## src/rtl/ngc_counter_bank.sv

```systemverilog
// ---------------------------------------------------------------------------
// ngc_counter_bank
//
// A bank of CHANNELS independent up/down counters. All channels share one
// clock and one programmable prescaler. Each channel runs in one of four modes:
//   00 wrap     : count by +/-step; on reaching to_value, reload from_value
//   01 one-shot : stop at to_value, raise done and emit a single wrap pulse
//   10 cascade  : like wrap, but advances on the lower channel's wrap event
//   11 free-run : modulo 2^WIDTH; carry/borrow is the wrap event
//
// Ports
//   clk, rst_n      clock, asynchronous active-low reset
//   sync_clr        synchronous clear of every channel to from_value
//   prescale        shared tick period minus one
//   enb/dir/mode    per-channel enable, direction (1 = down), mode (2b each)
//   load/load_value per-channel synchronous load
//   from_value      reload/clear value per channel
//   to_value        terminal value per channel
//   step_value      increment magnitude per channel
//   irq_clr         clears the sticky irq flag
//   count           current counter values (registered)
//   hit             registered count == to_value
//   wrap            one-cycle pulse per terminal/reload event
//   done            one-shot completed, held until load/sync_clr
//   irq             sticky wrap flag
// ---------------------------------------------------------------------------
module ngc_counter_bank #(
    parameter int CHANNELS   = 4,
    parameter int WIDTH      = 16,
    parameter int PRESCALE_W = 8
) (
    input  logic                         clk,
    input  logic                         rst_n,
    input  logic                         sync_clr,
    input  logic [PRESCALE_W-1:0]        prescale,
    input  logic [CHANNELS-1:0]          enb,
    input  logic [CHANNELS-1:0]          dir,
    input  logic [2*CHANNELS-1:0]        mode,
    input  logic [CHANNELS-1:0]          load,
    input  logic [CHANNELS*WIDTH-1:0]    load_value,
    input  logic [CHANNELS*WIDTH-1:0]    from_value,
    input  logic [CHANNELS*WIDTH-1:0]    to_value,
    input  logic [CHANNELS*WIDTH-1:0]    step_value,
    input  logic [CHANNELS-1:0]          irq_clr,
    output logic [CHANNELS*WIDTH-1:0]    count,
    output logic [CHANNELS-1:0]          hit,
    output logic [CHANNELS-1:0]          wrap,
    output logic [CHANNELS-1:0]          done,
    output logic [CHANNELS-1:0]          irq
);

    localparam logic [1:0] MODE_WRAP    = 2'b00;
    localparam logic [1:0] MODE_ONESHOT = 2'b01;
    localparam logic [1:0] MODE_CASCADE = 2'b10;
    localparam logic [1:0] MODE_FREERUN = 2'b11;

    logic [PRESCALE_W-1:0]     pre_cnt_q, pre_cnt_d;
    logic                      tick_s;
    logic [CHANNELS*WIDTH-1:0] count_q, count_d;
    logic [CHANNELS-1:0]       hit_q, hit_d;
    logic [CHANNELS-1:0]       wrap_q, wrap_d;
    logic [CHANNELS-1:0]       done_q, done_d;
    logic [CHANNELS-1:0]       irq_q, irq_d;

    // per-channel scratch values used inside the channel loop
    logic [WIDTH-1:0] cur_s, nxt_s, from_s, to_s, step_s, stepped_s;
    logic [WIDTH:0]   sum_s, diff_s;
    logic [1:0]       mode_s;
    logic             carry_s, term_s, adv_s, wrap_ev_s, casc_s;

    // Prescaler: a tick when pre_cnt matches prescale; an out-of-range
    // pre_cnt (prescale lowered below it) returns to 0 without a tick.
    always_comb begin
        tick_s = (pre_cnt_q == prescale);
        if (sync_clr) begin
            pre_cnt_d = '0;
        end else if (pre_cnt_q >= prescale) begin
            pre_cnt_d = '0;
        end else begin
            pre_cnt_d = pre_cnt_q + PRESCALE_W'(1);
        end
    end

    // Channel next-state. Channels are evaluated in ascending order so that a
    // cascade channel sees the wrap event of the channel below it in the same
    // cycle; a chain of cascades therefore ripples combinationally.
    always_comb begin
        count_d   = count_q;
        done_d    = done_q;
        hit_d     = '0;
        wrap_d    = '0;
        irq_d     = '0;
        cur_s     = '0;
        nxt_s     = '0;
        from_s    = '0;
        to_s      = '0;
        step_s    = '0;
        stepped_s = '0;
        sum_s     = '0;
        diff_s    = '0;
        mode_s    = MODE_WRAP;
        carry_s   = 1'b0;
        term_s    = 1'b0;
        adv_s     = 1'b0;
        wrap_ev_s = 1'b0;
        casc_s    = tick_s;     // channel 0 in cascade mode follows the tick
        for (int i = 0; i < CHANNELS; i++) begin
            cur_s   = count_q[i*WIDTH +: WIDTH];
            from_s  = from_value[i*WIDTH +: WIDTH];
            to_s    = to_value[i*WIDTH +: WIDTH];
            step_s  = step_value[i*WIDTH +: WIDTH];
            mode_s  = mode[2*i +: 2];
            sum_s   = {1'b0, cur_s} + {1'b0, step_s};
            diff_s  = {1'b0, cur_s} - {1'b0, step_s};
            if (dir[i]) begin
                stepped_s = diff_s[WIDTH-1:0];
                carry_s   = diff_s[WIDTH];      // borrow
            end else begin
                stepped_s = sum_s[WIDTH-1:0];
                carry_s   = sum_s[WIDTH];       // carry out
            end
            term_s = (cur_s == to_s);
            if (mode_s == MODE_CASCADE) begin
                adv_s = enb[i] & casc_s;
            end else begin
                adv_s = enb[i] & tick_s;
            end
            wrap_ev_s = 1'b0;
            nxt_s     = cur_s;
            if (sync_clr) begin
                nxt_s     = from_s;
                done_d[i] = 1'b0;
            end else if (load[i]) begin
                nxt_s     = load_value[i*WIDTH +: WIDTH];
                done_d[i] = 1'b0;
            end else if (!adv_s) begin
                nxt_s = cur_s;
            end else if (mode_s == MODE_FREERUN) begin
                nxt_s     = stepped_s;
                wrap_ev_s = carry_s;
            end else if (term_s && (mode_s == MODE_ONESHOT)) begin
                // one-shot parks at the terminal value; only the first
                // arrival is an event
                nxt_s = cur_s;
                if (!done_q[i]) begin
                    done_d[i] = 1'b1;
                    wrap_ev_s = 1'b1;
                end else begin
                    done_d[i] = done_q[i];
                end
            end else if (term_s) begin
                nxt_s     = from_s;
                wrap_ev_s = 1'b1;
            end else begin
                // includes overshoot: a step past to_value just wraps modulo
                nxt_s = stepped_s;
            end
            count_d[i*WIDTH +: WIDTH] = nxt_s;
            hit_d[i]  = (nxt_s == to_s);
            wrap_d[i] = wrap_ev_s;
            irq_d[i]  = wrap_ev_s | (irq_q[i] & ~irq_clr[i]);   // set wins
            casc_s    = wrap_ev_s;
        end
    end

    // State registers with asynchronous reset of every output to zero.
    always_ff @(posedge clk or negedge rst_n) begin
        if (!rst_n) begin
            pre_cnt_q <= '0;
            count_q   <= '0;
            hit_q     <= '0;
            wrap_q    <= '0;
            done_q    <= '0;
            irq_q     <= '0;
        end else begin
            pre_cnt_q <= pre_cnt_d;
            count_q   <= count_d;
            hit_q     <= hit_d;
            wrap_q    <= wrap_d;
            done_q    <= done_d;
            irq_q     <= irq_d;
        end
    end

    assign count = count_q;
    assign hit   = hit_q;
    assign wrap  = wrap_q;
    assign done  = done_q;
    assign irq   = irq_q;

endmodule
```

## config.mk

```make
export PLATFORM = sky130hd
export DESIGN_NAME = ngc_counter_bank
export DESIGN_NICKNAME = d
export VERILOG_FILES = /design/src/rtl/ngc_counter_bank.sv
export SDC_FILE = /design/constraint.sdc
export NUM_CORES = 1
export LEC_CHECK = 0
export CORE_ASPECT_RATIO = 0.6
export CORE_MARGIN = 2
export CORE_UTILIZATION = 25
export DETAILED_ROUTE_END_ITERATION = 8
export SLEW_MARGIN = 20
export SYNTH_ARGS = -nofsm -noshare
export SYNTH_HDL_FRONTEND = slang
export SYNTH_SLANG_ARGS = --single-unit
export TNS_END_PERCENT = 100
```

## constraint.sdc

```tcl
create_clock -name clk -period 6.4 [get_ports clk]
set_input_delay 0.96 -clock clk [delete_from_list [all_inputs] [get_ports clk]]
set_output_delay 0.96 -clock clk [all_outputs]
set_load 0.02 [all_outputs]
```

### Word-level counts from Yosys, hierarchy flattened

Index checks and enable logic that the tools add are counted.

| storage, ports and cells | value |
|---|---|
| input bits | 291 |
| bits in registers | 88 |
| output and inout bits | 80 |

| cells by class | value |
|---|---|
| $add $sub $neg | 9 |
| mux-type cells | 85 |
| reduce and logical (&&, ||, !) cells | 16 |
| $lt $le $gt $ge | 1 |
| bitwise operators | 19 |
| equality and inequality tests | 24 |

Operators with widths:

| operator | number |
|---|---|
| $mux W16 | 28 |
| $eq A16 B16 Y1 | 8 |
| $add A16 B16 Y17 | 4 |
| $sub A16 B16 Y17 | 4 |
| $mux W1 | 55 |
| $reduce_bool A3 Y1 | 8 |
| $mux W8 | 2 |
| $eq A2 B2 Y1 const B | 7 |
| $ne A3 B3 Y1 const B | 4 |
| $reduce_and A3 Y1 | 4 |
| $and A1 B1 Y1 | 11 |
| $add A8 B1 Y8 const B | 1 |
| $eq A2 B1 Y1 const B | 4 |
| $eq A8 B8 Y1 | 1 |
| $ge A8 B8 Y1 | 1 |
| $logic_and A1 B1 Y1 | 4 |
| $not A1 Y1 | 4 |
| $or A1 B1 Y1 | 4 |

### Depth between registers and ports, before layout

| depth | value |
|---|---|
| word-level depth | 23 |
| mapped depth | 19 |
| depth with buffers taken out | 17 |

### Worst setup path after synthesis

No wires, ideal clock.

| timing | value |
|---|---|
| kind | input to register |
| start point | in step_value[0] |
| end point | reg hit_q[2], in the netlist hit[2] |
| setup time | 0.096 ns |
| path buffers | 1 |
| stages | 16 |
| path slack | 1.386 ns |
| arrival time | 4.919 ns |
| path through | ha_1 > inv_1 > fa_1 > a211o_1 > a21oi_2 > a2bb2oi_2 > nor3_2 > o41ai_4 > nand2_4 > o41a_4 > buf_6 > a31oi_4 > o2111ai_1 > a2111o_1 > or4_1 > nor4_2 |

| on the way | value |
|---|---|
| cells in the longest elaborated chain, start to end | 17 |
| elaborated cells between the ends (all ways) | 18 |
| classes of those cells | add/sub: 2; eq/ne: 1; mux: 13; bitwise: 2 |

Ends and longest elaborated chain:

| what | line | source |
|---|---|---|
| from (decl) | 43 | `input logic [CHANNELS*WIDTH-1:0] step_value,` |
| $add A16 B16 Y17 or $sub A16 B16 Y17 (tied branches) | 113, 114 |  |
| $mux W1 * | 115 | `if (dir[i]) begin` |
| $mux W1 * | 138 | `end else if (mode_s == MODE_FREERUN) begin` |
| $mux W1 * | 136 | `end else if (!adv_s) begin` |
| $mux W1 * | 133 | `end else if (load[i]) begin` |
| $mux W1 * | 130 | `if (sync_clr) begin` |
| $and A1 B1 Y1 * | 124 | `adv_s = enb[i] & casc_s;` |
| $mux W1 * | 123 | `if (mode_s == MODE_CASCADE) begin` |
| (+2 left out) | - |  |
| $mux W1 * | 130 |  |
| $and A1 B1 Y1 * | 124 |  |
| $mux W1 * | 123 |  |
| $mux W16 * | 136 |  |
| $mux W16 * | 133 |  |
| $mux W16 * | 130 |  |
| $eq A16 B16 Y1 * | 159 | `hit_d[i] = (nxt_s == to_s);` |
| via hit_d[2] | 60 | `logic [CHANNELS-1:0] hit_q, hit_d;` |
| to (signal assigned) | 178 | `hit_q <= hit_d;` |
| to (decl) | 60 |  |

Mark *: on every way through the listed nets, which the timed path passes. The rest lies on a longest branch.
A chain may end at the register's enable or synchronous reset.

### Final worst setup path

| timing | value |
|---|---|
| start point | in step_value[0] |
| end point | reg hit_q[3], in the netlist hit[3] |

| on the way | value |
|---|---|
| cells in the longest elaborated chain, start to end | 22 |
| elaborated cells between the ends (all ways) | 23 |
| classes of those cells | add/sub: 2; eq/ne: 1; mux: 17; bitwise: 3 |

Ends and longest elaborated chain:

| what | line | source |
|---|---|---|
| $add A16 B16 Y17 or $sub A16 B16 Y17 (tied branches) | 113, 114 |  |
| $mux W1 * | 115 |  |
| $mux W1 * | 138 |  |
| $mux W1 * | 136 |  |
| $mux W1 * | 133 |  |
| $mux W1 * | 130 |  |
| $and A1 B1 Y1 * | 124 |  |
| $mux W1 * | 123 |  |
| (+8 left out) | - |  |
| $and A1 B1 Y1 * | 124 |  |
| $mux W1 * | 123 |  |
| $mux W16 * | 136 |  |
| $mux W16 * | 133 |  |
| $mux W16 * | 130 |  |
| via count_d[58] | 59 | `logic [CHANNELS*WIDTH-1:0] count_q, count_d;` |
| $eq A16 B16 Y1 * | 159 |  |
| via hit_d[3] | 60 |  |

Marked as above.

==> impl_results.md <==
- DP Wirelength: 57800 um
- NetSw: 0.00135 W
- Clock power share: 21.5%
- Reg area: 2200 sq um
- Skew-Pair Late Insertion Delay: 390 ps
- Die area: 59000 sq um
- I/O pin count: 371
- Maxcap violations: 0
- Fmax: 168 MHz
- Worst slew margin: 32.5%
- Max FO, Critical Path: 9
- Hold buffer count at cts: 0
- Remaining global-route overflow: 0
- Clock root cell: clkbuf_16
- Yosys cell types: 86
- PwrDens: 158 nW/um^2
- Vias per cell: 5.56
- Layout cell share with drive strength beyond 1: 4.65%
- Post_cts resized: 0
- VDD IR-drop max: 0.126 mV
- Die W: 312 um
- Nets@finish: 2733
- Critical path arrival: 6170 ps
- CTS Sinks: 88
- RSZ-0062 raised after global routing: no
- Critical R2R Launch: count[0]
- Min-delay worst type: reg2reg
- Critical Path RT: 6630 ps
- TritonCTS clock tree: built
- Floorplan core area: 56100 sq um
- Setup violators final: 0
- Most used DFF post-synth: dfrtp_1
- Fillers: 5909
- Ys async rst share: 100%
- Footprint of the multi-input gates: 11100 sq um
- DR WL/cell: 22.8 um
- Synth warn: 0
- Chip height: 189 um
- Area growth syn-to-layout: 34.8%
- Critical path class: in2reg
- Post-Syn Area per Cell: 7.27 sq um
- Worst Hold Depth: 1
- Vias in the first global route: 16086
- PortBufs: 370
- Global-route wire length before repair: 103000 um
- Syn nets: 2398
- Clock skew: 7.39 ps
- Inserted Clock Buffers: 9
- First-pass DRT Iterations: 7
- Mapped cell area: 14300 sq um
- Clock Tree Buf Depth: 2
- Residual DRC: 0
- Setup ws final: 458 ps
- H-tree level count: 3
- Nature of the critical path endpoint: register
- Worst-Margin Slew: 1010 ps
- Final TNS setup: 0 ps
- Total GRT Usage: 22.9%
- Post-synth EDFFs: 0
- Switching portion of total power: 44.3%
- Clock-pin transition on the worst setup and hold timing paths: 80 ps
- Pint: 0.00169 W
- Min-delay src: irq[3]
- Final Hold Viols: 0
- Yosys reg bits: 88
- Vias: 17037
- # rows: 67
- Final period util: 92.8%
- Gpl congestion: 0.998
- Iter 0 DRT Violations: 1948
- Tmin final: 5940 ps
- Dpl ws: 159 ps
- Combinational share of power: 55.4%
- Outcome: completed
- ANT nets after route: 0
- Initial antenna violation count: 6
- Leak: 7.92 nW
- Startpoint types: input port
- Starting density of the core: 25.4%
- Post-layout util: 34.3%
- Sequential fraction of design power: 23.1%
- Crit path launch: step_value[0]
- Mapped Cells: 1962
- Setup Fix Bufs, Post-CTS: 0
- Largest net degree at the start of global routing: 48
- Worst R2R Path Depth: 17
- Final Slew Violations: 0
- Wirelength, routed: 69900 um
- Register area share after synthesis: 15.4%
## routing by layer
| layer | share of wire [%] | GRT usage (%) | vias up | wire, um |
|---|---|---|---|---|
| li1 | - | - | 7833 | - |
| met4 | 1.4 | 3.86 | 6 | 969 |
| met2 | 39 | 30.8 | 939 | 27100 |
| met3 | 12 | 6.94 | 61 | 8170 |
| met5 | 0.053 | 0 | - | 37 |
| met1 | 48 | 35.1 | 8198 | 33600 |
## worst max-delay path, stage by stage
cell and delay [ps]:
clkdlybuf4s50_1 510, ha_1 190, inv_1 60, fa_1 410, nor2_1 190, o311ai_1 200, a31oi_1 420, a211oi_1 240
o41ai_4 540, nand2_4 190, o41a_1 540, a2111oi_0 450, a211oi_1 100, o31ai_1 410, xnor2_1 170, nand3_1 110
nor4_1 480
## cell families after synthesis
family	Yosys count	synth area share (%)
AO/OA/AOI/OAI	699	32.5
XOR/XNOR	164	10.1
adder cells (fa/ha/maj)	145	13.1
buffers and inverters	262	6.95
flip-flops	88	15.4
multiplexers	35	2.55
AND/OR/NAND/NOR	569	19.4
## layout make-up
class | count | share of cell area [%]
Multi-Input combinational cell | 1612 | 57.6
Sequential cell | 88 | 11.5
Inverter | 176 | 3.44
Timing Repair Buffer | 410 | 20.8
Tap cell | 759 | 4.94
Clock inverter | 5 | 0.410
Clock buffer | 11 | 1.31
Antenna cell | 3 | 0.0390
## power groups by stage
stage	registers [W]	logic, W	clock network (W)
6_report	0.000703	0.00168	0.000654
5_1_grt	0.000710	0.00182	0.000687
4_1_cts	0.000700	0.00164	0.000673
3_5_place_dp	0.000711	0.00163	0
3_3_place_gp	0.000711	0.00163	0
2_1_floorplan	0.000718	0.000937	0
## sequential cells by signal, indices dropped and copies added (netlist names)
name,cells
count,64
done,4
hit,4
irq,4
pre_cnt_q,8
wrap,4
## final timing paths
check	slack (ps)	endpoint
max	460	hit[3]
min	490	irq[3]
max reg2reg	1030	hit[3]
min reg2reg	490	irq[3]
max in group asynchronous	4540	count[19]
min in group asynchronous	630	count[0]
## placed cells by master, fill, tap and decap left out, types with 23 or more instances in the layout
master           synthesis  layout
nor2_1                 171     171
a21oi_1                188     188
a211oi_1                30      30
xnor2_1                 79      79
nand2_1                136     136
dfrtp_1                 88      88
xor2_1                  85      85
inv_1                  173     173
a22oi_1                 31      31
ha_1                   137     137
nor3_1                  44      43
mux2i_1                 24      24
o22ai_1                 23      23
buf_4                    0      42
clkdlybuf4s50_1          0     368
nor4_1                  32      31
nand2b_1                29      29
nand3_1                 40      40
o21ai_0                159     159
## cell usage after synthesis (8+ instances only)
cell type | n | area share, %
o211ai_1 | 17 | 0.90
o221ai_1 | 15 | 0.92
and3_1 | 9 | 0.39
nor3b_1 | 8 | 0.42
a211oi_1 | 30 | 1.6
nor4_1 | 32 | 1.4
fa_1 | 8 | 1.1
a21oi_1 | 188 | 6.6
a22oi_1 | 31 | 1.6
nor2b_1 | 22 | 0.97
o22ai_1 | 23 | 1.0
mux2i_1 | 24 | 1.7
a21o_1 | 22 | 1.2
nand4_1 | 16 | 0.70
xor2_1 | 85 | 5.2
nand2_1 | 136 | 3.6
o41ai_1 | 10 | 0.61
a21boi_0 | 9 | 0.47
ha_1 | 137 | 12
or2_2 | 11 | 0.48
nor3_1 | 44 | 1.5
nor2_1 | 171 | 4.5
dfrtp_1 | 88 | 15
o2111ai_1 | 10 | 0.61
nand2b_1 | 29 | 1.3
or3_1 | 21 | 0.92
nand3_1 | 40 | 1.4
o31a_1 | 8 | 0.49
a221o_1 | 10 | 0.70
o21ai_0 | 159 | 5.6
o31ai_1 | 22 | 1.2
a31oi_1 | 18 | 0.79
o21a_1 | 22 | 1.2
o21bai_1 | 8 | 0.42
clkbuf_1 | 80 | 2.1
mux2_2 | 11 | 0.87
inv_1 | 173 | 4.6
a2111oi_0 | 10 | 0.61
a221oi_1 | 16 | 0.98
xnor2_1 | 79 | 4.9
## per-stage QoR
step                      total power [W]  std cells  instance area (sq um)  hold WS (ps)
after global placement            0.00234       3045                  18900           466
after floorplan                   0.00166       1962                  14300           467
after CTS                         0.00302       3061                  19200           495
after global routing              0.00321       3064                  19200           522
final                             0.00304       3064                  19200           495
after detailed placement          0.00234       3045                  18900           476
(Power assumes the default switching activity.)
